==> config.mk <==
export PLATFORM = sky130hd
export DESIGN_NAME = alu_req_arbiter
export DESIGN_NICKNAME = d
export VERILOG_FILES = /design/src/rtl/alu_req_arbiter.sv
export SDC_FILE = /design/constraint.sdc
export NUM_CORES = 1
export LEC_CHECK = 0
export CELL_PAD_IN_SITES_DETAIL_PLACEMENT = 1
export CELL_PAD_IN_SITES_GLOBAL_PLACEMENT = 2
export CORE_MARGIN = 2
export CORE_UTILIZATION = 22
export DETAILED_ROUTE_END_ITERATION = 7
export GPL_TIMING_DRIVEN = 0
export HOLD_SLACK_MARGIN = 0.15
export PLACE_DENSITY_LB_ADDON = 0.1
export SKIP_LAST_GASP = 1
export SYNTH_ARGS = -nofsm -noshare
export SYNTH_HDL_FRONTEND = slang
export SYNTH_SLANG_ARGS = --single-unit
==> constraint.sdc <==
create_clock -name clk -period 3.43 [get_ports clk]
set_clock_uncertainty 0.15 [all_clocks]
set_input_delay 0.8575 -clock clk [delete_from_list [all_inputs] [get_ports clk]]
set_output_delay 0.8575 -clock clk [all_outputs]
set_load 0.05 [all_outputs]
==> src/rtl/alu_req_arbiter.sv <==
// Round-robin arbiter sharing one external combinational ALU between N_REQ requesters.
// Define ALU_ARB_FIXED_PRI_EN to replace round-robin with fixed lowest-index-wins priority.
module alu_req_arbiter #(
  parameter int N_REQ = 4,
  parameter int W     = 12
) (
  input  logic                 clk,
  input  logic                 rst_n,
  input  logic [N_REQ-1:0]     req,
  input  logic [4*N_REQ-1:0]   req_sel,
  input  logic [W*N_REQ-1:0]   req_a,
  input  logic [W*N_REQ-1:0]   req_b,
  output logic [N_REQ-1:0]     gnt,
  output logic [3:0]           alu_sel,
  output logic [W-1:0]         alu_a,
  output logic [W-1:0]         alu_b,
  input  logic [W-1:0]         alu_result,
  input  logic                 alu_agrtb,
  input  logic                 alu_altb,
  input  logic                 alu_aeqb,
  output logic                 rsp_valid,
  input  logic                 rsp_ready,
  output logic [1:0]           rsp_id,
  output logic [W-1:0]         rsp_result,
  output logic                 rsp_agrtb,
  output logic                 rsp_altb,
  output logic                 rsp_aeqb,
  output logic                 busy
);

  typedef enum logic [1:0] {IDLE = 2'd0, EXEC = 2'd1, RESP = 2'd2} state_t;

  localparam logic [3:0] OP_NOP   = 4'b1111;
  localparam logic [1:0] LAST_IDX = 2'(N_REQ - 1);

  state_t state, state_nxt;

  logic                found;
  logic [1:0]          win_id;
  logic [1:0]          start_idx;
  logic [3:0]          win_sel;
  logic signed [W-1:0] win_a;
  logic signed [W-1:0] win_b;
  logic                accept;
  logic                capture;
  logic                release_rsp;

  logic [3:0]          sel_p0;
  logic signed [W-1:0] a_p0;
  logic signed [W-1:0] b_p0;
  logic [1:0]          owner_p0;

  logic [1:0]          id_p1;
  logic signed [W-1:0] result_p1;
  logic [2:0]          flags_p1;

`ifdef ALU_ARB_FIXED_PRI_EN
  assign start_idx = 2'd0;
`else
  logic [1:0] ptr;
  assign start_idx = ptr;
`endif

  // Winner search: walk N_REQ slots starting at start_idx, wrapping at LAST_IDX.
  always_comb begin
    logic [1:0] idx;
    idx    = start_idx;
    found  = 1'b0;
    win_id = 2'd0;
    for (int k = 0; k < N_REQ; k++) begin
      for (int j = 0; j < N_REQ; j++) begin
        if (!found && (2'(j) == idx) && req[j]) begin
          found  = 1'b1;
          win_id = idx;
        end
      end
      idx = (idx == LAST_IDX) ? 2'd0 : idx + 2'd1;
    end
  end

  always_comb begin
    win_sel = '0;
    win_a   = '0;
    win_b   = '0;
    for (int j = 0; j < N_REQ; j++) begin
      if (2'(j) == win_id) begin
        win_sel = req_sel[4*j +: 4];
        win_a   = req_a[W*j +: W];
        win_b   = req_b[W*j +: W];
      end
    end
  end

  assign accept      = (state == IDLE) && found;
  assign capture     = (state == EXEC);
  assign release_rsp = (state == RESP) && rsp_ready;

  always_ff @(posedge clk or negedge rst_n) begin
    if (!rst_n) begin
      state <= IDLE;
    end else begin
      state <= state_nxt;
    end
  end

  always_comb begin
    state_nxt = state;
    case (state)
      IDLE:    if (found) state_nxt = EXEC;
      EXEC:    state_nxt = RESP;
      RESP:    if (rsp_ready) state_nxt = IDLE;
      default: state_nxt = IDLE;
    endcase
  end

  // Grant is also masked by reset so nothing is offered while rst_n is held low.
  always_comb begin
    gnt = '0;
    if ((state == IDLE) && rst_n) begin
      for (int j = 0; j < N_REQ; j++) begin
        gnt[j] = found && (win_id == 2'(j));
      end
    end
    busy      = (state != IDLE);
    rsp_valid = (state == RESP);
  end

`ifndef ALU_ARB_FIXED_PRI_EN
  always_ff @(posedge clk or negedge rst_n) begin
    if (!rst_n) begin
      ptr <= 2'd0;
    end else if (release_rsp) begin
      ptr <= (owner_p0 == LAST_IDX) ? 2'd0 : owner_p0 + 2'd1;
    end
  end
`endif

  // Stage p0: operands of the accepted request, held for the ALU through EXEC and RESP.
  always_ff @(posedge clk or negedge rst_n) begin
    if (!rst_n) begin
      sel_p0   <= '0;
      a_p0     <= '0;
      b_p0     <= '0;
      owner_p0 <= '0;
    end else if (accept) begin
      sel_p0   <= win_sel;
      a_p0     <= win_a;
      b_p0     <= win_b;
      owner_p0 <= win_id;
    end
  end

  // Stage p1: response register; a no-op only refreshes the owner id.
  always_ff @(posedge clk or negedge rst_n) begin
    if (!rst_n) begin
      id_p1     <= '0;
      result_p1 <= '0;
      flags_p1  <= '0;
    end else if (capture) begin
      id_p1 <= owner_p0;
      if (sel_p0 != OP_NOP) begin
        result_p1 <= alu_result;
        flags_p1  <= {alu_agrtb, alu_altb, alu_aeqb};
      end
    end
  end

  assign alu_sel    = sel_p0;
  assign alu_a      = a_p0;
  assign alu_b      = b_p0;
  assign rsp_id     = id_p1;
  assign rsp_result = result_p1;
  assign rsp_agrtb  = flags_p1[2];
  assign rsp_altb   = flags_p1[1];
  assign rsp_aeqb   = flags_p1[0];

endmodule

# [Yosys cells after proc, flatten, opt, wreduce, memory -nomap -nowiden]
# Index checks and enable logic that the tools add are counted.
[op_classes] add_sub_neg=4 reduce_logical=62 n_mux=52 eq_ne=27
[ops] operator="12-bit two-way mux" count=8
[ops] operator="2-bit two-way mux" count=22
[ops] operator="1-bit logical AND" count=38
[ops] operator="2-bit equality test (first input constant)" count=10
[ops] operator="4-bit two-way mux" count=5
[ops] operator="1-bit two-way mux" count=16
[ops] operator="1-bit zero test" count=15
[ops] operator="2-bit equality test (second input constant)" count=7
[ops] operator="2-bit zero test" count=6
[ops] operator="1-bit by 2-bit equality test with 1-bit output (first input constant)" count=5
[ops] operator="2-bit by 1-bit adder with 2-bit output (second input constant)" count=4
[ops] operator="2-bit case mux with 3 select lines" count=1
[ops] operator="2-bit by 1-bit equality test with 1-bit output (second input constant)" count=2
[ops] operator="4-bit != test (second input constant)" count=1
[ops] operator="2-bit AND reduction" count=2
[ops] operator="2-bit by 1-bit != test with 1-bit output (second input constant)" count=1
[ops] operator="2-bit != test (second input constant)" count=1
[ops] operator="2-bit nonzero test" count=1
[totals] input_bits=134 reg_bits=51 elab_cells=154

# [Longest topological paths before layout]
# Gate-level depths: netlist of run 1.
[logic_depth] word_depth=68 mapped_depth=11

# [Least setup slack after synthesis of run 1]
# No wires, ideal clock.
[synth_timing] path_kind="input -> output" start="in req[0]" end="out gnt[1]" path_slack_ps=-768 path_buffers=1 cell_stages=5 arrival_ps=3190 cell_sequence="a22o_1 > or2_4 > o311ai_2 > buf_2 > nor3b_1"
[synth_via] elab_chain_len=65 word_cells_on_any_way=81 classes_between="eq/ne (1); mux (33); reduce/logical (47)"
[synth_lines] item="from (decl)" line_no="9" text="input logic [N_REQ-1:0] req,"
[synth_lines] item="1-bit logical AND" line_no="72" text="if (!found && (2'(j) == idx) && req[j]) begin"
[synth_lines] item="1-bit two-way mux" line_no="72"
[synth_lines] item="1-bit zero test" line_no="72"
[synth_lines] item="1-bit logical AND (2 in series)" line_no="72"
[synth_lines] item="1-bit two-way mux" line_no="72"
[synth_lines] item="1-bit zero test" line_no="72"
[synth_lines] item="1-bit logical AND (2 in series)" line_no="72"
[synth_lines] item="1-bit two-way mux" line_no="72"
[synth_lines] item="[... 45 more ...]"
[synth_lines] item="1-bit logical AND (2 in series)" line_no="72"
[synth_lines] item="1-bit two-way mux" line_no="72"
[synth_lines] item="1-bit zero test" line_no="72"
[synth_lines] item="1-bit logical AND (2 in series)" line_no="72"
[synth_lines] item="2-bit two-way mux" line_no="72"
[synth_lines] item="2-bit by 1-bit equality test with 1-bit output" line_no="121" text="gnt[j] = found && (win_id == 2'(j));"
[synth_lines] item="1-bit logical AND *" line_no="121"
[synth_lines] item="4-bit two-way mux *" line_no="119" text="if ((state == IDLE) && rst_n) begin"
[synth_lines] item="to (decl)" line_no="13" text="output logic [N_REQ-1:0] gnt,"
# Mark *: on every way between the ends. The rest lies on a longest branch, timed or not.

# [Worst setup path in the final report of run 1]
[layout_timing] start="reg ptr[1]" end="out gnt[3]"
[layout_via] elab_chain_len=66 word_cells_on_any_way=106 classes_between="add/sub (3); eq/ne (16); mux (36); reduce/logical (51)"
[layout_lines] item="from (decl)" line_no="60" text="logic [1:0] ptr;"
[layout_lines] item="from (signal assigned)" line_no="133" text="ptr <= (owner_p0 == LAST_IDX) ? 2'd0 : owner_p0 + 2'd1;"
[layout_lines] item="2-bit zero test" line_no="72"
[layout_lines] item="1-bit logical AND" line_no="72"
[layout_lines] item="1-bit two-way mux" line_no="72"
[layout_lines] item="1-bit zero test" line_no="72"
[layout_lines] item="1-bit logical AND (2 in series)" line_no="72"
[layout_lines] item="1-bit two-way mux" line_no="72"
[layout_lines] item="1-bit zero test" line_no="72"
[layout_lines] item="1-bit logical AND (2 in series)" line_no="72"
[layout_lines] item="[... 46 more ...]"
[layout_lines] item="1-bit logical AND (2 in series)" line_no="72"
[layout_lines] item="1-bit two-way mux" line_no="72"
[layout_lines] item="1-bit zero test" line_no="72"
[layout_lines] item="1-bit logical AND (2 in series)" line_no="72"
[layout_lines] item="2-bit two-way mux" line_no="72"
[layout_lines] item="2-bit equality test" line_no="121"
[layout_lines] item="1-bit logical AND *" line_no="121"
[layout_lines] item="4-bit two-way mux *" line_no="119"
# Marked as above.

==> out/metrics.csv, run 1 <==
stage,metric,value,unit
detailed_routing,drc_errors,0,
global_routing,grt_usage,16.7,%
pwr,p_int,0.00357,W
global_routing,grt_overflow,0,
sta,worst_pin_slew,0.594,ns
worst_setup_path,crit_chain,"inv_4, ha_4, a22oi_2, nand2_1, a311oi_4, a22o_1, buf_6, nor3b_4, buf_6",
pwr,finalPower,0.00749,W
finish,final_common_cell,clkdlybuf4s50_1,
worst_setup_path,start_kind,flip-flop,
synthesis,syn-cell-area,0.00329,sq mm
detailed_routing,first_iter_violations,86,
sta,final-hold-violation-count,0,
worst_setup_path,critPathMaxStageDelay,0.47,ns
pwr,p_leak,2.29,nW
floorplan,dieArea,0.0159,sq mm
synthesis,avgSynthCellArea,10.0,sq um
synthesis,synthTopCellsByArea,"dfrtp_1, mux2i_1, mux2_2, a211oi_1, a21oi_1",
worst_setup_path,slowest_stage,dfrtp_2,
finish,antenna_cells,0,
detailed_routing,vias,3423,
floorplan,rows,44,
synthesis,yosysTopAreaCellShare,38.8,%
detailed_routing,viasPerCell,4.77,
clock_tree,cts.reportedPaths.clkPinSlew,0.08,ns
run_status,violations,negative setup slack,
floorplan,die_w,126,um
clock_tree,htree_num_levels,2,
detailed_routing,drt_pre_antenna_iters,4,
worst_setup_path,critPathMostFrequentCell,buf_6,
finish,drive_above_1_share,22.3,%
sta,setup-violations-final,4,
clock_tree,cts.path.max_buffers,2,
clock_tree,clock_latency,0.31,ns
floorplan,io_pins,185,
synthesis,yosysWarnings,0,
sta,finalWorstPathRequiredPeriod,3.51,ns
sta,fin_crit_sh,102,%
global_routing,grt_pass1_wl,20700,um
run,cap_violations,0,
sta,layout_setup_ws,-0.0849,ns
synthesis,synthCells,328,
synthesis,synthArstFlopShare,100,%
floorplan,core-area,0.0146,sq mm
placement,port_buffers,184,
pwr,p_switching,0.00392,W
placement,dp_hpwl,9980,um
global_routing,grt_antenna_before_repair,0,
clock_tree,clock-root-buffer,clkbuf_16,
clock_tree,cts_buffers,5,
pwr,vdd_drop_max,0.364,mV
finish,final_cell_mix,"clkdlybuf4s50_1, dfrtp_1, nand2_1, nor2_1",
pwr,combinationalPowerShare,76.7,%
floorplan,initial_utilization,22.5,%
clock_tree,cts.sink_count,51,
worst_setup_path,path_max_fanout,6,
floorplan,die_h,126,um
pwr,seqPwrFrac,15.1,%
pwr,pwr-share-clk,8.1,%
pwr,p_per_area,1270,mW/mm^2
worst_setup_path,cp-end-kind,output port,
synthesis,synth_edf_count,0,
worst_setup_path,crit_buf_inv,3,
sta,fmax,0.285,GHz
detailed_routing,totalWireLength,13400,um
sta,slew_headroom,60.4,%
synthesis,yosysTopAreaCell,dfrtp_1,
worst_setup_path,arrival,2.51,ns
synthesis,synth_ff_type,dfrtp_1,
detailed_routing,drtAntennaViolNets,0,
finish,syn_to_final_growth,78.7,%
sta,rsz0062_at_grt,true,
clock_tree,tritoncts,done,
global_routing,grt_pass1_vias,3707,
detailed_routing,wl_per_cell,18.7,um
worst_setup_path,critical_path.top_delay_family,compound AO/OA/AOI/OAI gates,
worst_hold_path,hold_class,reg -> reg,
placement,place.gp.congestion,0.844,
synthesis,synth_cell_types,37,
finish,final_util,40.3,%
sta,maxSlewViolCount,0,
synthesis,ys_seq_area_share,38.8,%
worst_setup_path,crit_type,reg -> out,
pwr,p_sw_share,52.3,%
run_status,status,finished with violations,
finish,fin_nets,674,
synthesis,synth_fp_nets,469,
clock_tree,cts_hold_buf,0,
worst_setup_path,crit_required,2.42,ns
global_routing,grt_max_degree,35,
synthesis,ys_ff_latch,51,
## cells by family after synthesis
| logic type | count (synthesis) | share of synthesized area (%) |
|---|---|---|
| multiplexers | 46 | 14.7 |
| flip-flops | 51 | 38.8 |
| AND/OR/NAND/NOR | 79 | 10.1 |
| adder cells (fa/ha/maj) | 7 | 2.66 |
| buffers and inverters | 33 | 5.29 |
| AO/OA/AOI/OAI | 112 | 28.4 |
## cell usage after synthesis (all sizes together), types with 5 or more instances
cell,instances
a2111oi,28
a211oi,30
a21oi,29
a22o,7
a22oi,6
buf,21
clkbuf,8
dfrtp,51
ha,7
mux2,18
mux2i,28
nand2,35
nor2,30
o21ai,5
## stage by stage
step | setup WS (ns) | area [sq um] | hold WS (ns) | setup TNS (ns) | instances
after floorplan | -0.00355 | 3360 | 0.321 | -0.00355 | 328
after global placement | -2.33 | 5430 | 0.336 | -44.23 | 696
after detailed placement | -1.39 | 5450 | 0.348 | -10.65 | 697
after CTS | -0.105 | 5800 | 0.365 | -0.384 | 717
after global routing | -0.178 | 5870 | 0.384 | -0.619 | 718
final | -0.0849 | 5870 | 0.360 | -0.246 | 718
## worst register-to-register path: cells and delay by family (launching register included)
kind	cells	cell delay, ns
buf+inv	4	0.59
flops	1	0.47
simple gates	1	0.21
compound gates	5	1.30
fa+ha+maj	1	0.20
## state kept, by name (all words and copies together), names as in the netlist
register and cells:
rsp_result 12, flags_p1 3, alu_a 12, state 2, ptr 2, owner_p0 2, alu_b 12, alu_sel 4
rsp_id 2
## power groups by stage
stage | sequential [W] | combinational (W) | clock, W
finish | 0.00113 | 0.00575 | 0.000609
global route | 0.00118 | 0.00616 | 0.000652
CTS | 0.00114 | 0.00572 | 0.000634
detailed placement | 0.00113 | 0.00533 | 0
global placement | 0.00112 | 0.00524 | 0
floorplan | 0.00203 | 0.00277 | 0
## final cells by class
type                       count  area (sq um)
clock inverter                 3          47.5
multi-input combinational    244          2050
inverter                       4          25.0
clock buffer                   5           125
fill                        1635          8720
timing repair buffer         200          1950
buffer                        27           163
tap                          184           230
sequential                    51          1280
## worst paths after layout
path | start | to | slack [ns] | cells after the start
worst max-delay path | ptr[1] | gnt[3] | -0.08 | 9
worst min-delay path | flags_p1[0] | flags_p1[0] | 0.36 | 1
worst max register to register | ptr[1] | alu_a[2] | 0.41 | 11
worst min register to register | flags_p1[0] | flags_p1[0] | 0.36 | 1
max in group asynchronous | rst_n | alu_a[5] | 2.16 | 2
min in group asynchronous | rst_n | state[1] | 0.38 | 1
## repair_timing
item / in CTS / in global routing
pin swaps: 10 / 9
gates resized for setup: 70 / 12
endpoints found under the setup margin: 4 / 4
buffers inserted: 13 / 2
## layer usage
layer	vias up	GRT usage [%]	part of all wire (%)	wire length (um)
met5	-	0	0	0
met4	0	5.82	2.4	316
met3	18	4.76	6.9	918
met2	132	27.3	46	6200
met1	1627	21.2	45	5970
li1	1646	-	-	-
Note: power is estimated with default switching activity, not from simulation.
==> run 2: changes to the inputs <==
--- a/config.mk
+++ b/config.mk
@@ -8,7 +8,7 @@
 export CELL_PAD_IN_SITES_DETAIL_PLACEMENT = 1
 export CELL_PAD_IN_SITES_GLOBAL_PLACEMENT = 2
 export CORE_MARGIN = 2
-export CORE_UTILIZATION = 22
+export CORE_UTILIZATION = 20
 export DETAILED_ROUTE_END_ITERATION = 7
 export GPL_TIMING_DRIVEN = 0
 export HOLD_SLACK_MARGIN = 0.15
==> constraint.sdc (replaced) <==
create_clock -name clk -period 2.9 [get_ports clk]
set_clock_uncertainty 0.15 [all_clocks]
set_input_delay 0.725 -clock clk [delete_from_list [all_inputs] [get_ports clk]]
set_output_delay 0.725 -clock clk [all_outputs]
set_load 0.05 [all_outputs]
==> run 2 against run 1 <==
Compared with the run above:
- the run still ends with negative setup slack left
- non-clock buffer count up 10
- design area up 5.0%
- clock-buffer cell count unchanged
- sequential cell count unchanged
- core utilization down 1.7 points
- first-iteration DRC count down 21%
- global-route usage down 0.68 points
- critical path depth unchanged
- largest cell class unchanged
- largest power group unchanged
==> out/metrics.csv, run 2 (synthesis results as in run 1) <==
stage,metric,value,unit,change
global_routing,grt_antenna_before_repair,0,,unchanged
finish,final_common_cell,clkdlybuf4s50_1,,
clock_tree,cts.sink_count,51,,unchanged
worst_setup_path,crit_type,reg -> out,,
global_routing,grt_usage,16.0,%,-0.68 points
detailed_routing,drt_pre_antenna_iters,5,,+1
worst_hold_path,hold_class,in -> async,,
pwr,finalPower,0.00948,W,+27%
clock_tree,cts.path.max_buffers,2,,unchanged
run,cap_violations,0,,unchanged
sta,slew_headroom,55.4,%,-5.0 points
sta,fin_crit_sh,117,%,
floorplan,die_w,132,um,+4.7%
floorplan,dieArea,0.0175,sq mm,+9.7%
floorplan,rows,46,,+4.5%
sta,final-hold-violation-count,0,,unchanged
clock_tree,tritoncts,done,,
sta,finalWorstPathRequiredPeriod,3.40,ns,
clock_tree,cts_hold_buf,0,,unchanged
worst_setup_path,crit_required,2.03,ns,-0.39 ns
detailed_routing,totalWireLength,14000,um,+4.5%
sta,maxSlewViolCount,0,,unchanged
run_status,violations,negative setup slack,,
pwr,vdd_drop_max,0.478,mV,+31%
floorplan,initial_utilization,20.5,%,-2.0 points
sta,layout_setup_ws,-0.501,ns,-0.416 ns
global_routing,grt_max_degree,28,,-20%
detailed_routing,drc_errors,0,,unchanged
global_routing,grt_pass1_wl,22000,um,+6.1%
detailed_routing,wl_per_cell,18.4,um,-1.3%
sta,worst_pin_slew,0.669,ns,+0.0755 ns
detailed_routing,drtAntennaViolNets,0,,unchanged
floorplan,core-area,0.0160,sq mm,+9.7%
worst_setup_path,arrival,2.53,ns,+0.02 ns
clock_tree,cts.reportedPaths.clkPinSlew,0.07,ns,about the same
clock_tree,cts_buffers,5,,unchanged
detailed_routing,viasPerCell,4.57,,-4.2%
finish,drive_above_1_share,27.0,%,+4.7 points
worst_setup_path,path_max_fanout,6,,unchanged
sta,setup-violations-final,4,,unchanged
finish,final_cell_mix,"clkdlybuf4s50_1, dfrtp_1, nand2_1, nor2_1",,
placement,dp_hpwl,10400,um,+3.8%
global_routing,grt_overflow,0,,unchanged
worst_setup_path,start_kind,flip-flop,,
global_routing,grt_pass1_vias,3803,,+2.6%
finish,final_util,38.5,%,-1.7 points
finish,fillCellCount,1818,,+11%
floorplan,die_h,132,um,+4.7%
finish,fin_nets,684,,+1.5%
pwr,p_leak,2.38,nW,+3.6%
placement,port_buffers,184,,unchanged
worst_setup_path,rr_worst_depth,10,,-1
finish,syn_to_final_growth,87.6,%,
worst_setup_path,cp-end-kind,output port,,
sta,fmax,0.294,GHz,
detailed_routing,first_iter_violations,68,,-21%
clock_tree,htree_num_levels,2,,unchanged
detailed_routing,vias,3470,,+1.4%
finish,antenna_cells,0,,unchanged
placement,preCtsSetupSlack,-1.61,ns,-0.219 ns
run_status,status,finished with violations,,
clock_tree,clock-root-buffer,clkbuf_16,,
placement,place.gp.congestion,0.750,,-11%
floorplan,io_pins,185,,unchanged
pwr,p_per_area,1540,mW/mm^2,+21%
clock_tree,clock_latency,0.30,ns,about the same
sta,rsz0062_at_grt,true,,
==> run 2: cell types whose count changed in the layout (fill, tap and decap cells not counted), moves of 5 or more <==
| cell | previous run | this run |
|---|---|---|
| a2111oi_4 | 0 | 5 |
| clkbuf_2 | 0 | 6 |
| buf_2 | 15 | 7 |
| a2111oi_2 | 9 | 17 |
| a2111oi_0 | 11 | 2 |
| buf_4 | 16 | 23 |
==> run 2: final cells by class <==
| cell class | instances | area [sq um] | share of cell area [%] |
|---|---|---|---|
| Sequential cell | 51 | 1280 | 20.7 |
| Clock inverter | 3 | 25.0 | 0.406 |
| Buffer | 28 | 218 | 3.53 |
| Timing Repair Buffer | 209 | 2030 | 33.0 |
| Inverter | 4 | 17.5 | 0.284 |
| Tap cell | 216 | 270 | 4.38 |
| Multi-Input combinational cell | 244 | 2200 | 35.7 |
| Clock buffer | 5 | 125 | 2.03 |
==> run 2: path summary, 6_finish.rpt <==
kind                                from            end  slack (ns)
max                               ptr[1]         gnt[1]       -0.50
min                                rst_n    flags_p1[2]        0.30
max reg2reg                       ptr[1]       alu_a[0]        0.05
min reg2reg                rsp_result[8]  rsp_result[8]        0.36
max in group asynchronous          rst_n         ptr[0]        1.69
min in group clk           rsp_result[8]  rsp_result[8]        0.36
==> run 2: what timing repair did <==
item | 4_1_cts | 5_1_grt
resized for setup | 67 | 52
pin swaps | 9 | 13
setup endpoints to repair | 33 | 33
setup buffers | 12 | 12
==> run 2: critical path: stages, from the launching register on <==
cell and delay, ns:
dfrtp_1 0.42, buf_6 0.15, ha_4 0.18, a22o_1 0.24, or2_4 0.28, a311oi_4 0.33
a21boi_2 0.12, buf_6 0.15, nor3b_4 0.18, buf_6 0.18
==> run 2: stage by stage <==
step,std cells,instance area (sq um),hold WS (ns),setup TNS [ns]
3_5_place_dp,729,5520,0.343,-22.34
4_1_cts,749,5890,0.321,-2.17
3_3_place_gp,728,5510,0.336,-82.01
2_1_floorplan,328,3390,0.279,-0.841
6_report,760,6170,0.300,-1.90
5_1_grt,760,6170,0.354,-2.34
==> run 2: power breakdown <==
part	switching, W	total [W]	internal, W
combinational	0.00442	0.00752	0.00310
clock	0.000305	0.000629	0.000324
sequential	0.000225	0.00133	0.00110
==> run 2: layer usage <==
metal / global-route usage, % / wire length [um]
met2: 26.9 / 6720
met1: 20.2 / 6090
met5: 0 / 0
met3: 5.31 / 1080
met4: 3.05 / 110
==> run 3: changes to the inputs <==
--- a/config.mk
+++ b/config.mk
@@ -5,6 +5,8 @@
 export SDC_FILE = /design/constraint.sdc
 export NUM_CORES = 1
 export LEC_CHECK = 0
+export ABC_AREA = 0
+export ABC_CLOCK_PERIOD_IN_PS = 2900
 export CELL_PAD_IN_SITES_DETAIL_PLACEMENT = 1
 export CELL_PAD_IN_SITES_GLOBAL_PLACEMENT = 2
 export CORE_MARGIN = 2
==> results of run 3 <==
The final DEF is identical to that of run 2; final timing and power are the same.
